## src/rtl/apostas_truco.sv

```systemverilog
`default_nettype none
// ============================================================================
//  Module      : apostas_truco
//  Description : Hand-stake controller for the truco scoreboard. Tracks the
//                value of the current hand (1, 3, 6, 9, 12) through calls,
//                accepts, counter-raises and folds. It pays a decided hand as
//                a train of single-cycle ponto_a/ponto_b pulses, one per
//                point, with each pulse followed by GAP low cycles.
//  Ports       : clk, rst             - clock, synchronous active-high reset
//                pede_a, pede_b       - truco call / raise (rising edge)
//                aceita, corre        - responder accepts / folds (rising edge)
//                vence_a, vence_b     - hand won (rising edge)
//                jogo_encerrado       - game over from the scoreboard (level)
//                valor_mao, proposta  - accepted / pending hand value
//                pendente, quem_pediu - call pending, pending caller (0=A)
//                ponto_a, ponto_b     - payout pulses
//                ocupado, encerrado   - payout in progress, block frozen
//  Revision    : 1.0 - initial release
// ============================================================================
module apostas_truco #(
    parameter int GAP = 3
) (
    input  logic       clk,
    input  logic       rst,
    input  logic       pede_a,
    input  logic       pede_b,
    input  logic       aceita,
    input  logic       corre,
    input  logic       vence_a,
    input  logic       vence_b,
    input  logic       jogo_encerrado,
    output logic [3:0] valor_mao,
    output logic [3:0] proposta,
    output logic       pendente,
    output logic       quem_pediu,
    output logic       ponto_a,
    output logic       ponto_b,
    output logic       ocupado,
    output logic       encerrado
);

    localparam int              c_GW       = (GAP < 1) ? 1 : $clog2(GAP + 1);
    localparam logic [c_GW-1:0] c_GAP_LAST = c_GW'(GAP);

    localparam logic [1:0] S_JOGANDO  = 2'd0;
    localparam logic [1:0] S_PENDENTE = 2'd1;
    localparam logic [1:0] S_PAGANDO  = 2'd2;
    localparam logic [1:0] S_FIM      = 2'd3;

    localparam logic [1:0] c_DONO_NONE = 2'd0;
    localparam logic [1:0] c_DONO_A    = 2'd1;
    localparam logic [1:0] c_DONO_B    = 2'd2;

    // Raise ladder; 12 (and any unexpected value) maps to itself.
    function automatic logic [3:0] f_next(input logic [3:0] v);
        case (v)
            4'd1:    f_next = 4'd3;
            4'd3:    f_next = 4'd6;
            4'd6:    f_next = 4'd9;
            4'd9:    f_next = 4'd12;
            default: f_next = v;
        endcase
    endfunction

    // ------------------------------------------------------------------
    // Registers
    // ------------------------------------------------------------------
    logic [1:0]      r_state;
    logic [5:0]      r_prev;      // {pede_a, pede_b, aceita, corre, vence_a, vence_b}
    logic [1:0]      r_dono;
    logic [3:0]      r_pay_cnt;   // points still to pay, including current one
    logic [c_GW-1:0] r_phase;     // 0 = pulse cycle, 1..GAP = gap cycles
    logic            r_team;      // team being paid (0 = A)

    // ------------------------------------------------------------------
    // Edge detection
    // ------------------------------------------------------------------
    logic [5:0] w_in;
    logic [5:0] w_edge;
    logic       w_pa, w_pb, w_ac, w_co, w_va, w_vb;

    assign w_in   = {pede_a, pede_b, aceita, corre, vence_a, vence_b};
    assign w_edge = w_in & ~r_prev;
    assign {w_pa, w_pb, w_ac, w_co, w_va, w_vb} = w_edge;

    // ------------------------------------------------------------------
    // Next-state / datapath logic
    // ------------------------------------------------------------------
    logic [1:0]      w_state_nxt;
    logic [3:0]      w_valor_nxt;
    logic [3:0]      w_prop_nxt;
    logic            w_quem_nxt;
    logic [1:0]      w_dono_nxt;
    logic [3:0]      w_cnt_nxt;
    logic [c_GW-1:0] w_phase_nxt;
    logic            w_team_nxt;
    logic            w_resp_pede;
    logic [1:0]      w_caller_dono;

    // The responder is the team opposite to the pending caller.
    assign w_resp_pede   = quem_pediu ? w_pa : w_pb;
    assign w_caller_dono = quem_pediu ? c_DONO_B : c_DONO_A;

    always_comb begin
        w_state_nxt = r_state;
        w_valor_nxt = valor_mao;
        w_prop_nxt  = proposta;
        w_quem_nxt  = quem_pediu;
        w_dono_nxt  = r_dono;
        w_cnt_nxt   = r_pay_cnt;
        w_phase_nxt = r_phase;
        w_team_nxt  = r_team;

        case (r_state)
            S_JOGANDO: begin
                if (w_va ^ w_vb) begin
                    w_state_nxt = S_PAGANDO;
                    w_cnt_nxt   = valor_mao;
                    w_phase_nxt = '0;
                    w_team_nxt  = w_vb;
                end else if (!(w_va || w_vb) && (w_pa ^ w_pb)) begin
                    // A team may not raise its own accepted raise.
                    if ((valor_mao < 4'd12) &&
                        (r_dono != (w_pb ? c_DONO_B : c_DONO_A))) begin
                        w_state_nxt = S_PENDENTE;
                        w_prop_nxt  = f_next(valor_mao);
                        w_quem_nxt  = w_pb;
                    end
                end
            end

            S_PENDENTE: begin
                if (w_co) begin
                    // Fold pays the caller the pre-raise value.
                    w_state_nxt = S_PAGANDO;
                    w_cnt_nxt   = valor_mao;
                    w_phase_nxt = '0;
                    w_team_nxt  = quem_pediu;
                    w_prop_nxt  = 4'd0;
                end else if (w_ac) begin
                    w_state_nxt = S_JOGANDO;
                    w_valor_nxt = proposta;
                    w_dono_nxt  = w_caller_dono;
                    w_prop_nxt  = 4'd0;
                end else if (w_resp_pede && (proposta < 4'd12)) begin
                    // Counter-raise implicitly accepts the pending proposal.
                    w_valor_nxt = proposta;
                    w_prop_nxt  = f_next(proposta);
                    w_quem_nxt  = ~quem_pediu;
                    w_dono_nxt  = w_caller_dono;
                end
            end

            S_PAGANDO: begin
                if (r_phase == c_GAP_LAST) begin
                    w_phase_nxt = '0;
                    if (r_pay_cnt <= 4'd1) begin
                        w_state_nxt = S_JOGANDO;
                        w_cnt_nxt   = 4'd0;
                        w_valor_nxt = 4'd1;
                        w_dono_nxt  = c_DONO_NONE;
                        w_prop_nxt  = 4'd0;
                    end else begin
                        w_cnt_nxt = r_pay_cnt - 4'd1;
                    end
                end else begin
                    w_phase_nxt = r_phase + 1'b1;
                end
            end

            default: begin
                // S_FIM: frozen until reset.
            end
        endcase

        // Game over overrides every event in every state.
        if (jogo_encerrado) begin
            w_state_nxt = S_FIM;
            w_prop_nxt  = 4'd0;
        end
    end

    // ------------------------------------------------------------------
    // Output logic: decoded from the next state so outputs are registered
    // and change together with the state.
    // ------------------------------------------------------------------
    logic w_pendente_nxt;
    logic w_ocupado_nxt;
    logic w_ponto_a_nxt;
    logic w_ponto_b_nxt;
    logic w_encerrado_nxt;

    always_comb begin
        w_pendente_nxt  = (w_state_nxt == S_PENDENTE);
        w_ocupado_nxt   = (w_state_nxt == S_PAGANDO);
        w_encerrado_nxt = (w_state_nxt == S_FIM);
        w_ponto_a_nxt   = w_ocupado_nxt && (w_phase_nxt == '0) && !w_team_nxt;
        w_ponto_b_nxt   = w_ocupado_nxt && (w_phase_nxt == '0) &&  w_team_nxt;
    end

    // ------------------------------------------------------------------
    // State and output registers
    // ------------------------------------------------------------------
    always_ff @(posedge clk) begin
        if (rst) begin
            r_state    <= S_JOGANDO;
            r_prev     <= '0;
            r_dono     <= c_DONO_NONE;
            r_pay_cnt  <= 4'd0;
            r_phase    <= '0;
            r_team     <= 1'b0;
            valor_mao  <= 4'd1;
            proposta   <= 4'd0;
            quem_pediu <= 1'b0;
            pendente   <= 1'b0;
            ocupado    <= 1'b0;
            ponto_a    <= 1'b0;
            ponto_b    <= 1'b0;
            encerrado  <= 1'b0;
        end else begin
            r_state    <= w_state_nxt;
            r_prev     <= w_in;
            r_dono     <= w_dono_nxt;
            r_pay_cnt  <= w_cnt_nxt;
            r_phase    <= w_phase_nxt;
            r_team     <= w_team_nxt;
            valor_mao  <= w_valor_nxt;
            proposta   <= w_prop_nxt;
            quem_pediu <= w_quem_nxt;
            pendente   <= w_pendente_nxt;
            ocupado    <= w_ocupado_nxt;
            ponto_a    <= w_ponto_a_nxt;
            ponto_b    <= w_ponto_b_nxt;
            encerrado  <= w_encerrado_nxt;
        end
    end

endmodule
`default_nettype wire

```

## config.mk

```make
export PLATFORM = sky130hd
export DESIGN_NAME = apostas_truco
export DESIGN_NICKNAME = d
export VERILOG_FILES = /design/src/rtl/apostas_truco.sv
export SDC_FILE = /design/constraint.sdc
export NUM_CORES = 1
export LEC_CHECK = 0
export CAP_MARGIN = 20
export CELL_PAD_IN_SITES_DETAIL_PLACEMENT = 0
export CELL_PAD_IN_SITES_GLOBAL_PLACEMENT = 1
export CORE_MARGIN = 2
export CORE_UTILIZATION = 40
export CTS_CLUSTER_DIAMETER = 100
export DETAILED_ROUTE_END_ITERATION = 8
export PLACE_DENSITY = 0.74
export SETUP_SLACK_MARGIN = 0.1
export SLEW_MARGIN = 5
export SYNTH_ARGS = -nofsm -noshare
export SYNTH_HDL_FRONTEND = slang
export SYNTH_SLANG_ARGS = --single-unit
```

## constraint.sdc

```tcl
create_clock -name clk -period 6 [get_ports clk]
set_input_delay 1.2 -clock clk [delete_from_list [all_inputs] [get_ports clk]]
set_output_delay 1.2 -clock clk [all_outputs]
set_load 0.03 [all_outputs]
```

# --- After elaboration in Yosys (flattened, before gate mapping) ---
# Cells that the tools add are included.
op_classes:
  n_addsub: 2
  order_cmp: 3
  n_eq_ne: 28
  n_mux: 54
  bitwise_logic: 5
  n_reduce_logical: 19
op_table:
  columns: ["operator", "n"]
  rows:
  - ["4-bit 2-to-1 mux", 17]
  - ["2-bit 2-to-1 mux", 18]
  - ["4-bit case mux with 4 select lines", 2]
  - ["4-bit case mux with 3 select lines", 2]
  - ["2-bit inequality test, second input constant", 10]
  - ["2-bit case mux with 3 select lines", 2]
  - ["1-bit 2-to-1 mux", 9]
  - ["2-bit equality test, second input constant", 4]
  - ["4-bit by 1-bit equality test with 1-bit output, second input constant", 2]
  - ["4-bit by 2-bit equality test with 1-bit output, second input constant", 2]
  - ["4-bit by 3-bit equality test with 1-bit output, second input constant", 2]
  - ["4-bit equality test, second input constant", 2]
  - ["4-bit < comparator, second input constant", 2]
  - ["4-bit case mux with 2 select lines", 1]
  - ["8-bit AND reduction", 1]
  - ["7-bit inequality test, second input constant", 1]
  - ["7-bit AND reduction", 1]
  - ["6-bit bitwise AND", 1]
  - ["1-bit logical AND", 6]
  - ["6-bit NOT", 1]
  - ["5-bit AND reduction", 1]
  - ["2-bit by 1-bit equality test with 1-bit output, second input constant", 2]
  - ["4-bit by 1-bit less-or-equal comparator with 1-bit output, second input constant", 1]
  - ["2-bit zero test", 2]
  - ["other kinds (15)", 19]
totals:
  register_bits: 31
  inputBits: 9
  output_inout_bits: 14
  wordCells: 125

# --- Depth between registers and ports, before layout ---
# Gate-level depths: netlist of the first run.
logic_depth:
  depth_word: 13
  mapped_depth: 8
  depth_no_buf: 8

# --- Worst setup path after synthesis of the first run ---
# OpenSTA, ideal clock, no wires.
synth_timing:
  path_type: "input -> register"
  start: "in vence_b"
  end: "reg r_pay_cnt[3]"
  setup_time_ps: 128
  t_arrival_ps: 2626
  required_time_ps: 5872
  slack_ps: 3247
  cell_stages: 8
  path_buffers: 0
  path_cell_list: "nand2b_1 > ha_1 > nor2b_1 > a211o_1 > a21oi_1 > o21ai_0 > a22oi_1 > nor2_1"
synth_via:
  elab_chain_len: 4
synth_lines:
  columns: ["element", "line_no", "text"]
  rows:
  - ["start: declaration", "30", "input logic vence_b,"]
  - ["6-bit bitwise AND", "83", "assign w_edge = w_in & ~r_prev;"]
  - ["1-bit bitwise XOR", "116", "if (w_va ^ w_vb) begin"]
  - ["2-bit inequality test (no source line)", null, null]
  - ["4-bit AND reduction (no source line)", null, null]
  - ["end signal: assignment", "224", "r_pay_cnt <= w_cnt_nxt;"]
  - ["end: declaration", "71", "logic [3:0] r_pay_cnt;"]
# Every way passes these cells.
# A chain may end at the register's enable or synchronous reset.

# --- Worst setup path after layout of the first run ---
layout_timing:
  start: "in vence_b"
  end: "reg r_pay_cnt[2]"
# Same word-level chain as after synthesis.

==> impl_metrics.csv, run 1 <==
group,metric,value,unit
run_status,status,"finished, final reports clean",
synth,synth_area_leaders,"dfxtp_1, ha_1, nor2_1, o21ai_0, nand2b_1",
placed_design,gp_congestion,0.822,
pwr,p_per_area,274,mW/mm2
drt,drcViolationCount,0,
sta,rsz0062_at_grt,"false",
die,dieHeight,70.3,um
synth,async_flop_share,0,
synth,synth_top_area_cell,"dfxtp_1",
synth,syn_area_per_cell,8.06,um2
worst_hold_path,hp-class,"flop to flop",
drt,vias_per_cell,5.47,
setup_path,cp_top_family,"compound AO/OA/AOI/OAI gates",
clock_tree,ctsHoldBuffers,0,
final_layout,layout-drive-gt1-share,0.0617,
synth,synth-seq-area-share,0.353,
synth,synth_top_area_share,0.353,
clock_tree,cts_resized,0,
setup_path,r2r_cells,8,
die,io-pin-count,23,
pwr,power,583,uW
synth,synth.distinct_cells,46,
setup_path,rrSetupSlack,3720,ps
setup_path,cpPeakStageDelay,470,ps
clock_tree,worstSkewPairLatency,280,ps
synth,netlist_area,0.00176,mm2
clock_tree,cts_root_buf,"clkbuf_8",
pwr,ir_drop,0.000132,V
sta,worst_pin_slew,610,ps
sta,finalCritPeriodShare,0.531,
final_layout,postLayoutCoreUtil,0.496,
setup_path,cp_cell_sequence,"clkdlybuf4s50_1 > nand2b_1 > ha_1 > nor2b_1 > a211o_1 > a21oi_1 > o21ai_0 > a22oi_1 > nor2_1",
die,floorplan.rows,24,
sta,clock_skew,4.50,ps
final_layout,areaGrowthSynthToFinish,21.1,%
sta,timing.setup.tns,0,ps
clock_tree,cts_tree,"done",
final_layout,layout_commonest_cell,"dfxtp_1",
die,die_width,70.3,um
final_layout,antenna_cells,0,
synth,ys_ff_latch,31,
synth,synthesis.nets,235,
global_route,overflow,0,
sta,post-route-min-period,3180,ps
synth,postSynthCellCount,218,
synth,synth-edff-count,0,
sta,timing.fmax,314,MHz
global_route,grt_pass1_vias,1413,
global_route,grt_usage,0.177,
final_layout,mostFrequentLayoutCells,"dfxtp_1, nor2_1, clkdlybuf4s50_1",
sta,hold_viol_final,0,
die,initial_core_util,0.409,
drt,drt_first_iter_violations,114,
global_route,grt_first_pass_wirelength,6930,um
synth,ys_warn_count,0,
drt,wl,4160,um
global_route,grt_max_degree,26,
setup_path,critPathLaunch,"vence_b",
setup_path,crit_path_end,"r_pay_cnt[2]",
setup_path,crit_slowest_cell,"clkdlybuf4s50_1",
clock_tree,cts.sinks,31,
sta,maxSlewViolCount,0,
drt,vias,1613,
setup_path,rr_endpoint,"r_pay_cnt[2]",
synth,synthFlopType,"dfxtp_1",
placed_design,port_buffers,22,
final_layout,num-fill-cells,441,
setup_path,worst_setup_path_end_kind,"flop",
drt,avgRoutedWirePerCell,14.1,um
setup_path,startpoint_type,"input pin",
setup_path,worst_ep_required_time,6170,ps
global_route,antenna_found_initial,0,
setup_path,arrival,3350,ps
final_layout,nets,259,
clock_tree,numCtsBuffers,5,
run,drv_cap,0,
sta,setup_viol,0,
clock_tree,post_cts_buffers,0,
worst_hold_path,hold-path-cell-count,2,
drt,ant_nets,0,
pwr,leakage,0.000795,uW
setup_path,critPathBufInv,1,
sta,slew_headroom,0.592,
drt,dr.pass1.iters,4,
setup_path,worstSetupPathType,"input pin to flop",
die,dieArea,0.00494,mm2
clock_tree,path_clk_slew,70,ps
setup_path,path_depth,9,
clock_tree,clk_path_buf_depth,2,
clock_tree,cts.htree.levels,2,
setup_path,critPathMaxFanout,8,
die,coreArea,0.00429,mm2
setup_path,r2r_start,"r_state[1]",
placed_design,dpl.hpwl,2990,um
[layer usage]
layer	global-route usage	routed length (um)
met1	0.237	2010
met2	0.280	1870
met3	0.0390	224
met4	0.0641	63
met5	0	0
[worst min-delay path by stage]
stage / start / endpoint
2_1_floorplan: r_team / r_team
3_3_place_gp: r_team / r_team
3_5_place_dp: r_dono[1] / r_dono[1]
4_1_cts: r_dono[1] / r_dono[1]
5_1_grt: r_dono[1] / r_dono[1]
6_report: r_team / r_team
[worst min-delay path, cell delays in order, from the launching register on]
cell and delay [ps]:
dfxtp_1 310, a21oi_1 80, nor2_1 80
[power breakdown]
group	switching (uW)	leakage (uW)	internal [uW]
clock network	77.9	0.0000515	105
registers	15.1	0.000254	222
logic	95.4	0.000489	68.2
[cells in the mapped netlist, types with 2 or more instances]
library cell	instances
clkbuf_1	6
o2111a_1	2
or2_1	2
nor4_1	2
o21ai_0	18
a211oi_1	2
a21oi_1	14
or3_1	2
o22ai_1	3
nor2b_1	9
nor2_1	26
nand3_1	12
inv_1	15
a31oi_1	3
mux2i_1	3
nand2b_1	13
ha_1	8
dfxtp_1	31
nor4b_1	2
nand2_1	12
o21ai_1	2
a22oi_1	5
nor3_1	3
[cell type report]
type,instances,area (um2),share of cell area
multi-input combinational,166,1060,0.497
sequential,31,621,0.292
timing repair buffer,23,228,0.107
clock buffer,8,100,0.0470
tap,52,65.1,0.0306
inverter,15,56.3,0.0265
[cell families after synthesis]
kind of cell,after synthesis,share of synthesized area
compound gates,63,0.251
buf+inv,21,0.0448
simple gates,89,0.260
flops,31,0.353
fa+ha+maj,8,0.0569
mux,4,0.0235
xor+xnor,2,0.00997
[state kept, by name, summed over array words and instances, names as in the netlist, 2 cells and up]
name,flops
r_prev,6
proposta,4
r_pay_cnt,4
valor_mao,4
r_dono,2
r_phase,2
r_state,2
[stage by stage]
step,cell area [um2],instances,setup WS (ps),hold WS (ps)
after floorplan,1760,218,3250,455
after global placement,2030,287,2570,477
after detailed placement,2030,287,2520,483
after CTS,2130,295,2820,494
after global routing,2130,295,2510,517
final,2130,295,2820,497
No activity file was read; power rests on OpenSTA's default activity.
==> run 2, diff against run 1 <==
--- a/config.mk
+++ b/config.mk
@@ -9,10 +9,10 @@
 export CELL_PAD_IN_SITES_DETAIL_PLACEMENT = 0
 export CELL_PAD_IN_SITES_GLOBAL_PLACEMENT = 1
 export CORE_MARGIN = 2
-export CORE_UTILIZATION = 40
+export CORE_UTILIZATION = 36
 export CTS_CLUSTER_DIAMETER = 100
 export DETAILED_ROUTE_END_ITERATION = 8
-export PLACE_DENSITY = 0.74
+export PLACE_DENSITY = 0.7
 export SETUP_SLACK_MARGIN = 0.1
 export SLEW_MARGIN = 5
 export SYNTH_ARGS = -nofsm -noshare
==> constraint.sdc (replaced) <==
create_clock -name clk -period 2.7 [get_ports clk]
set_input_delay 0.54 -clock clk [delete_from_list [all_inputs] [get_ports clk]]
set_output_delay 0.54 -clock clk [all_outputs]
set_load 0.03 [all_outputs]
==> run 2 against run 1 <==
  * Cell count rose by 7.5%
  * Via count rose by 1.7%
  * Global-route usage down 0.16 points
  * Clock skew rose by 3.8 ps
  * Utilization down 2.6 points
  * Design area increased by 4.2%
  * Clock power grew to 2.6 times the previous value
  * Register-to-register slack lost 3100 ps
  * Critical endpoint is now valor_mao[0]
  * Largest power group unchanged
==> impl_metrics.csv, run 2 (same netlist as run 1, synthesis figures left out) <==
group,metric,value,unit
run_status,status,"finished, final reports clean",
global_route,grt_first_pass_wirelength,7250,um
die,coreArea,0.00472,mm2
final_layout,layout_commonest_cell,"dfxtp_1",
die,dieArea,0.00546,mm2
global_route,grt_max_degree,25,
sta,timing.fmax,437,MHz
sta,maxSlewViolCount,0,
clock_tree,worstSkewPairLatency,290,ps
clock_tree,numCtsBuffers,5,
clock_tree,path_clk_slew,60,ps
final_layout,nets,266,
clock_tree,cts.sinks,31,
global_route,overflow,0,
setup_path,critPathBufInv,1,
sta,worst_pin_slew,506,ps
placed_design,dp_slack,109,ps
sta,hold_viol_final,0,
setup_path,startpoint_type,"input pin",
pwr,switchingPower,434,uW
placed_design,post_dp_cell_area,0.00210,mm2
sta,timing.setup.tns,0,ps
worst_hold_path,hp-class,"flop to flop",
drt,avgRoutedWirePerCell,13.5,um
final_layout,design_area,0.00222,mm2
setup_path,critPathMaxFanout,10,
setup_path,cp_top_family,"compound AO/OA/AOI/OAI gates",
die,floorplan.rows,25,
sta,slew_headroom,0.659,
final_layout,antenna_cells,0,
pwr,swShare,0.311,
die,dieHeight,73.9,um
sta,rsz0062_at_grt,"false",
final_layout,top_register,"r_prev",
sta,clock_skew,8.32,ps
sta,setup_viol,0,
sta,post-route-min-period,2290,ps
clock_tree,cts_root_buf,"clkbuf_8",
die,die_width,73.9,um
sta,setup_ws,413,ps
setup_path,cpPeakStageDelay,480,ps
clock_tree,ctsHoldBuffers,0,
drt,drt_first_iter_violations,96,
global_route,grt_usage,0.176,
drt,dr.pass1.iters,4,
pwr,p_comb_frac,0.276,
pwr,ir_drop,0.000371,V
setup_path,arrival,2460,ps
final_layout,layout-drive-gt1-share,0.0920,
final_layout,largest_register_ffs,6,
clock_tree,post_cts_buffers,0,
run,drv_cap,0,
setup_path,worstSetupPathType,"input pin to flop",
pwr,p_per_area,629,mW/mm2
pwr,seqPwrFrac,0.379,
global_route,grt_pass1_vias,1541,
global_route,antenna_found_initial,0,
placed_design,gp_congestion,0.803,
drt,vias_per_cell,5.18,
drt,vias,1641,
setup_path,crit_slowest_cell,"clkdlybuf4s50_1",
clock_tree,cts_resized,0,
setup_path,worst_ep_required_time,2870,ps
drt,ant_nets,0,
clock_tree,clk_path_buf_depth,2,
placed_design,dpl.hpwl,3120,um
die,io-pin-count,23,
setup_path,cp_cell_sequence,"clkdlybuf4s50_1 > or3b_4 > a22o_4 > a221oi_4 > mux2i_1 > or2_1",
setup_path,worst_setup_path_end_kind,"flop",
pwr,p_clk_frac,0.345,
drt,drcViolationCount,0,
pwr,leakage,0.000838,uW
clock_tree,cts.htree.levels,2,
final_layout,mostFrequentLayoutCells,"dfxtp_1, nor2_1, clkdlybuf4s50_1",
die,initial_core_util,0.372,
sta,finalCritPeriodShare,0.847,
placed_design,port_buffers,22,
pwr,intPower,960,uW
drt,wl,4280,um
final_layout,areaGrowthSynthToFinish,26.1,%
clock_tree,cts_tree,"done",
-- run 2: final timing paths --
| path | depth (start not counted) | to | start | slack [ps] |
|---|---|---|---|---|
| worst min-delay path | 2 | r_team | r_team | 500 |
| worst max-delay path | 6 | valor_mao[0] | pede_b | 410 |
| worst max register to register | 6 | valor_mao[0] | r_state[0] | 660 |
| worst min register to register | 2 | r_team | r_team | 500 |
-- run 2: layer usage --
layer	wire [um]	share of wire	track usage	up-vias
li1	-	-	-	841
met1	2110	0.49	0.227	764
met2	1940	0.45	0.279	30
met3	161	0.038	0.0466	6
met4	71	0.017	0.0667	0
met5	0	0	0	-
-- run 2: worst register-to-register path, delay by kind of cell (launching register included) --
kind,cells,cell delay [ps]
adders and majority gates,1,450
buffers and inverters,1,120
and+or+nand+nor,1,210
AOI/OAI and AO/OA,2,660
muxes,1,130
DFF,1,360
-- run 2: stage by stage --
step	instances	utilization	total power, uW	hold WS, ps
after CTS	317	0.469	1410	506
after global placement	309	0.445	926	483
final	317	0.469	1390	501
after detailed placement	309	0.445	923	494
after floorplan	218	-	794	455
after global routing	317	0.469	1480	525
-- run 2: final cells by class --
class                   count  area [um2]
well taps                  67        83.8
repair buffers             30         280
inverters                  15        56.3
flip-flops and latches     31         621
clock buffers               6        82.6
clock inverters             2        35.0
fillers                   490        2510
multi-input cells         166        1060
-- run 2: power by group through the flow --
| stage | Clock, uW | Combinational, uW | Sequential [uW] |
|---|---|---|---|
| after floorplan | 0 | 237 | 557 |
| after global placement | 0 | 387 | 540 |
| after detailed placement | 0 | 385 | 539 |
| after CTS | 496 | 387 | 528 |
| after global routing | 515 | 432 | 535 |
| final | 481 | 385 | 528 |
